==> config.mk <==
export PLATFORM = sky130hd
export DESIGN_NAME = multi_ball_box
export DESIGN_NICKNAME = d
export VERILOG_FILES = /design/src/rtl/multi_ball_box.sv
export SDC_FILE = /design/constraint.sdc
export NUM_CORES = 1
export LEC_CHECK = 0
export CORE_ASPECT_RATIO = 0.7
export CORE_UTILIZATION = 35
export CTS_BUF_LIST = sky130_fd_sc_hd__clkbuf_16
export DETAILED_ROUTE_END_ITERATION = 6
export PLACE_DENSITY = 0.47
export SLEW_MARGIN = 5
export SYNTH_ARGS = -nofsm -noshare
export SYNTH_HDL_FRONTEND = slang
export SYNTH_SLANG_ARGS = --single-unit
==> constraint.sdc <==
create_clock -name clk -period 8.5 [get_ports clk]
set_input_delay 1.7 -clock clk [delete_from_list [all_inputs] [get_ports clk]]
set_output_delay 1.7 -clock clk [all_outputs]
set_load 0.005 [all_outputs]
==> src/rtl/multi_ball_box.sv <==
// multi_ball_box: N_BALLS 8x8 sprites bouncing in a walled box, walls flash on hit.
// Define BALL_COLLIDE_EN to make overlapping balls reverse before stepping.
module multi_ball_box #(
  parameter int N_BALLS      = 4,
  parameter int PIX_W        = 12,
  parameter int BOX_XL       = 187,
  parameter int BOX_XR       = 452,
  parameter int BOX_YT       = 107,
  parameter int BOX_YB       = 372,
  parameter int WALL_W       = 6,
  parameter int FLASH_FRAMES = 8
) (
  input  logic             clk,
  input  logic             reset_n,
  input  logic             video_on,
  input  logic [PIX_W-1:0] pixel_x,
  input  logic [PIX_W-1:0] pixel_y,
  input  logic             frame_tick,
  input  logic             speed_up,
  input  logic             speed_dn,
  input  logic             place,
  output logic [2:0]       rgb,
  output logic             busy
);
  localparam int KW = (N_BALLS > 1) ? $clog2(N_BALLS) : 1;
  localparam int FW = $clog2(FLASH_FRAMES + 1);

  localparam logic [PIX_W-1:0] BXL = PIX_W'(BOX_XL);
  localparam logic [PIX_W-1:0] BXR = PIX_W'(BOX_XR);
  localparam logic [PIX_W-1:0] BYT = PIX_W'(BOX_YT);
  localparam logic [PIX_W-1:0] BYB = PIX_W'(BOX_YB);
  localparam logic [PIX_W-1:0] X_MIN = PIX_W'(BOX_XL + WALL_W);
  localparam logic [PIX_W-1:0] X_MAX = PIX_W'(BOX_XR - WALL_W - 7);
  localparam logic [PIX_W-1:0] Y_MIN = PIX_W'(BOX_YT + WALL_W);
  localparam logic [PIX_W-1:0] Y_MAX = PIX_W'(BOX_YB - WALL_W - 7);
  localparam logic [PIX_W-1:0] X_LO = PIX_W'(BOX_XL + WALL_W - 1);
  localparam logic [PIX_W-1:0] Y_LO = PIX_W'(BOX_YT + WALL_W - 1);
  localparam logic [PIX_W-1:0] WR_X = PIX_W'(BOX_XR - WALL_W);
  localparam logic [PIX_W-1:0] WB_Y = PIX_W'(BOX_YB - WALL_W);
  localparam logic [FW-1:0] FL_LD = FW'(FLASH_FRAMES);

  typedef enum logic [1:0] {IDLE, UPD, DONE} state_t;

  state_t             state;
  logic [KW-1:0]      k;
  logic [1:0]         lvl;
  logic [PIX_W-1:0]   bx [N_BALLS];
  logic [PIX_W-1:0]   by [N_BALLS];
  logic [N_BALLS-1:0] bdx;
  logic [N_BALLS-1:0] bdy;
  logic [FW-1:0]      fl_l, fl_r, fl_t, fl_b;
  logic [PIX_W-1:0]   s;

  assign s = PIX_W'(1) << lvl;

  function automatic logic [PIX_W-1:0] clamp(
    input logic [PIX_W-1:0] v,
    input logic [PIX_W-1:0] lo,
    input logic [PIX_W-1:0] hi
  );
    if (v < lo) return lo;
    if (v > hi) return hi;
    return v;
  endfunction

  function automatic logic [7:0] sprite(input logic [2:0] r);
    case (r)
      3'd0, 3'd7: return 8'h18;
      3'd1, 3'd6: return 8'h3C;
      3'd2, 3'd5: return 8'h7E;
      default:    return 8'hFF;
    endcase
  endfunction

  function automatic logic [2:0] wcol(input logic [FW-1:0] c);
    return (c != '0) ? 3'b001 : 3'b010;
  endfunction

`ifdef BALL_COLLIDE_EN
  function automatic logic near(
    input logic [PIX_W-1:0] a,
    input logic [PIX_W-1:0] b
  );
    logic [PIX_W-1:0] d;
    d = (a > b) ? a - b : b - a;
    return d < PIX_W'(8);
  endfunction
`endif

  logic [PIX_W-1:0] cx, cy, nx, ny;
  logic             cdx, cdy, ndx, ndy;
  logic             hit_l, hit_r, hit_t, hit_b;

  always_comb begin
    cx  = bx[k];
    cy  = by[k];
    cdx = bdx[k];
    cdy = bdy[k];
`ifdef BALL_COLLIDE_EN
    for (int j = 0; j < N_BALLS; j++) begin
      if (KW'(j) != k && near(bx[k], bx[j]) &&
          near(by[k], by[j])) begin
        cdx = ~bdx[k];
        cdy = ~bdy[k];
      end
    end
`endif
    // wall checks only apply toward the wall the ball is heading for
    hit_l = !cdx && (cx <= X_LO + s);
    hit_r = cdx && (cx + s > X_MAX);
    hit_t = !cdy && (cy <= Y_LO + s);
    hit_b = cdy && (cy + s > Y_MAX);
    nx  = hit_l ? X_MIN : hit_r ? X_MAX :
          cdx ? cx + s : cx - s;
    ny  = hit_t ? Y_MIN : hit_b ? Y_MAX :
          cdy ? cy + s : cy - s;
    ndx = hit_l | (cdx & ~hit_r);
    ndy = hit_t | (cdy & ~hit_b);
  end

  logic             in_box;
  logic [2:0]       pix;
  logic [PIX_W-1:0] row, col;
  logic [7:0]       line;

  assign in_box = pixel_x >= BXL && pixel_x <= BXR &&
                  pixel_y >= BYT && pixel_y <= BYB;

  always_comb begin
    pix  = 3'b111;
    row  = '0;
    col  = '0;
    line = '0;
    if (in_box) begin
      if (pixel_x < X_MIN)      pix = wcol(fl_l);
      else if (pixel_x > WR_X)  pix = wcol(fl_r);
      else if (pixel_y < Y_MIN) pix = wcol(fl_t);
      else if (pixel_y > WB_Y)  pix = wcol(fl_b);
      else                      pix = 3'b110;
    end
    // descending scan so the lowest index ends up on top
    for (int i = N_BALLS - 1; i >= 0; i--) begin
      row  = pixel_y - by[i];
      col  = pixel_x - bx[i];
      line = sprite(row[2:0]);
      if (row < PIX_W'(8) && col < PIX_W'(8) && line[col[2:0]])
        pix = {1'b1, 2'(i)};
    end
  end

  always_ff @(posedge clk or negedge reset_n) begin
    if (!reset_n) rgb <= '0;
    else          rgb <= video_on ? pix : 3'b000;
  end

  always_ff @(posedge clk or negedge reset_n) begin
    if (!reset_n) begin
      state <= IDLE;
      busy  <= 1'b0;
      k     <= '0;
      lvl   <= '0;
      fl_l  <= '0;
      fl_r  <= '0;
      fl_t  <= '0;
      fl_b  <= '0;
      for (int i = 0; i < N_BALLS; i++) begin
        bx[i]  <= PIX_W'(BOX_XL + WALL_W + 4 + 16 * i);
        by[i]  <= PIX_W'(BOX_YT + WALL_W + 4 + 8 * i);
        bdx[i] <= 1'(i % 2);
        bdy[i] <= 1'b1;
      end
    end else begin
      unique case (1'b1)
        speed_up && !speed_dn && lvl != 2'd3:
          lvl <= lvl + 2'd1;
        speed_dn && !speed_up && lvl != 2'd0:
          lvl <= lvl - 2'd1;
        default: ;
      endcase
      unique case (state)
        IDLE: begin
          if (place) begin
            bx[0] <= clamp(pixel_x, X_MIN, X_MAX);
            by[0] <= clamp(pixel_y, Y_MIN, Y_MAX);
          end else if (frame_tick) begin
            state <= UPD;
            k     <= '0;
            busy  <= 1'b1;
          end
        end
        UPD: begin
          bx[k]  <= nx;
          by[k]  <= ny;
          bdx[k] <= ndx;
          bdy[k] <= ndy;
          if (hit_l) fl_l <= FL_LD;
          if (hit_r) fl_r <= FL_LD;
          if (hit_t) fl_t <= FL_LD;
          if (hit_b) fl_b <= FL_LD;
          if (k == KW'(N_BALLS - 1)) state <= DONE;
          else                       k <= k + 1'b1;
        end
        DONE: begin
          if (fl_l != '0) fl_l <= fl_l - 1'b1;
          if (fl_r != '0) fl_r <= fl_r - 1'b1;
          if (fl_t != '0) fl_t <= fl_t - 1'b1;
          if (fl_b != '0) fl_b <= fl_b - 1'b1;
          busy  <= 1'b0;
          state <= IDLE;
        end
        default: state <= IDLE;
      endcase
    end
  end
endmodule

==> results.md <==
- Status: complete, no violations
- Die H: between 150 and 200 um
- Reg2reg setup slack: slightly below 4 ns
- TNS Setup: 0 ns
- Synthesis Warnings: 0
- Setup Fix Bufs, Post-CTS: 0
- Post-route cell area: between 10000 and 15000 um^2
- Core area: around 37000 um^2
- Critical Path RT: between 8 and 9 ns
- Critical Path Start Type: input port
- CP max FO: 13
- Starting DRT DRC Count: between 1k and 1.5k
- Final Hold Fails: 0
- Die width: 235.2 um
- Synth Register Bits: 130
- R2R depth: 12
- Via count: between 10k and 15k
- Post-synth EDFFs: 0
- Slowest cell on crit path: clkdlybuf4s50_1
- Worst-Margin Slew: 1.153 ns
- Sequential share of the synthesized area: between 20 and 25%
- Most used flip-flop cell after synthesis: dfrtp_1
- RR Endpoint: by[43]$_DFFE_PN0P_
- Top cell type's share of synthesized area: 16.15%
- Layout cells sized above 1: 10.30%
- Kind of end point of the critical path: flip-flop
- First-pass GRT wire length: approximately 71 mm
- Starting density of the core: about 36%
- Post-synth top cells: inv_1 (165), o21ai_0 (146), ha_1 (137)
- CTS tree: yes
- IO buf count: 34
- Critical Path, Cell by Cell: clkdlybuf4s50_1 -> fa_1 -> a21oi_2 -> nor2_1 -> a2111oi_2 -> xnor2_1 -> a2111oi_0 -> o2111ai_1 -> nor4b_1 -> nor4_1 -> nor3_1
- Worst hold path depth: 2
- Pin count of the biggest net entering global routing: 77
- # H-tree levels: 4
- Hold Buf Count CTS: 0
- Avg WL per Cell: between 20 and 25 um
- Final Slew Violations: 0
- Leak pwr: between 6 and 7 nW
- Final setup fails: 0
- Worst min path class: reg -> reg
- Mean post-synth cell area: between 8 and 9 um^2
- Sink Count: between 100 and 150
- Remaining Overflow, GRT: 0
- Mapped Cells: approximately 1.6k
- VDD IR max: ~0.00017 V
- Core Rows: ~60
- Routability congestion estimate from global placement: 0.9335
- Area Overhead vs Synth: 10.36%
- DP Area: 14140 um^2
- Post-DP HPWL: 36.93 mm
- Die area: 38880 um^2
- Routed vias/inst: about 5.8
- Mapped cell area: 13330 um^2
- Clk Latency, worst-skew pair: about 0.45 ns
- Antenna violations before repair: 0
- Final nets: ~1.8k
- P per Cell Area: 435.6 nW/um^2
- CP arrival: about 5.7 ns
- Total nets after synthesis: about 1.8k
- Top delay family on crit path: compound AO/OA/AOI/OAI gates
- Tot Pwr: 6.407 mW
- Drt drc: 0
- Drt first pass iters: 7
- Clk buf depth: 2
- Fin util: 39.38%
- Clock buffer count from CTS: 17
- Diodes inserted: 0
- Resized Gates After CTS: 0
- Worst Skew: approximately 0.014 ns
- Total Routing Usage GR: 24.41%
- Crit share post-route: a little over three fifths
- # IOs: 35
- Buf+Inv Stages, Crit Path: 1
- Synth area leaders: dfrtp_1 (16%), ha_1 (13%), dfstp_2 (8.7%)
- Max incr delay on CP: 0.77 ns
- Post-synth top area cell: dfrtp_1
- FMAX: 188.5 MHz
- Count leader, synth: inv_1
- Root buf cell: clkbuf_16
- Slew HR: between 20% and 30%
- Final ANT Viol Nets: 0
- Maxcap violations: 0
- Async SR Flop Fraction: between 90% and 100%
- Tmin final: approximately 5.3 ns
- Critical R2R Launch: k[0]$_DFFE_PN0P_
- Vias in the first global route: about 11k
- Clk pin slew, worst setup/hold paths: ~0.06 ns
- HP Start: by[19]$_DFFE_PN1P_
- RSZ-0062 raised after global routing: no
- WHS Endpoint: by[19]$_DFFE_PN1P_
- Yosys cell types: 99
- Crit Path Class: in -> reg
- Total Wirelength: approximately 47 mm
-- worst reg2reg max path: cells and delay by family (launching register included) --
family,cells,cell delay (ns)
AOI/OAI and AO/OA,4,1.12
adders and majority gates,1,0.41
buffers and inverters,2,0.71
DFF,1,0.51
muxes,1,0.65
and+or+nand+nor,4,1.09
-- per-stage QoR --
step                worst slack [ns]  hold slack (ns)  std cells
global route                   2.935           0.4976       2099
global placement               2.748           0.4607       2067
CTS                            3.254           0.4811       2099
floorplan                      4.039           0.4444       1579
finish                         3.195           0.4783       2099
detailed placement             2.784           0.4710       2067
-- final cells by class --
type	count	area, um^2
Clock buffer	17	425.4
Tap cell	488	610.6
Multi-Input combinational cell	1239	9175
Timing Repair Buffer	45	424.2
Sequential cell	130	3309
Inverter	165	619.3
Fill cell	3839	22640
Clock inverter	15	145.1
-- worst max-delay path by stage --
stage               startpoint                to  slack (ns)  depth (start not counted)
floorplan           pixel_y[0]  rgb[0]$_DFF_PN0_        4.04                         13
global placement    pixel_x[1]  rgb[1]$_DFF_PN0_        2.75                         11
detailed placement  pixel_y[1]  rgb[0]$_DFF_PN0_        2.78                         11
CTS                 pixel_y[1]  rgb[0]$_DFF_PN0_        3.25                         11
global route        pixel_y[1]  rgb[0]$_DFF_PN0_        2.94                         11
finish              pixel_y[1]  rgb[0]$_DFF_PN0_        3.19                         11
-- per-layer routing --
metal | up-vias | share of wire [%] | GRT usage [%]
li1 | 5837 | - | -
met2 | 410 | 39 | 33.64
met5 | - | 0 | 0
met1 | 5898 | 52 | 37.44
met3 | 36 | 7.2 | 5.452
met4 | 0 | 1.9 | 6.298
-- sequential cells by signal, indices dropped and copies added, names as in the netlist --
| register | count |
|---|---|
| fl_t | 4 |
| lvl | 2 |
| fl_b | 4 |
| state | 2 |
| fl_r | 4 |
| fl_l | 4 |
| by | 48 |
| bdy | 4 |
| rgb | 3 |
| busy | 1 |
| bdx | 4 |
| bx | 48 |
| k | 2 |
-- cell families (layout without fill, tap and decap cells) --
| logic type | after synthesis | in the layout | synth area share (%) |
|---|---|---|---|
| mux | 83 | 83 | 9.078 |
| buf+inv | 210 | 242 | 6.365 |
| simple gates | 465 | 465 | 17.39 |
| fa+ha+maj | 149 | 149 | 14.66 |
| compound gates | 484 | 484 | 23.87 |
| flops | 130 | 130 | 24.82 |
| xor+xnor | 58 | 58 | 3.812 |
-- placed cells by master (no fill, tap or decap), types with 29 or more instances in the layout --
cell type	instances
nand2_1	135
mux2i_1	29
dfstp_2	44
inv_1	167
a21oi_1	97
xnor2_1	30
dfrtp_1	85
o21ai_0	145
clkdlybuf4s50_1	33
ha_1	137
nor2_1	105
nor3_1	52
-- power by group --
group	switching (mW)	internal, mW
Clock	0.314	0.429
Combinational	2.90	1.64
Sequential	0.200	0.921
No activity file was read; power rests on OpenSTA's default activity.
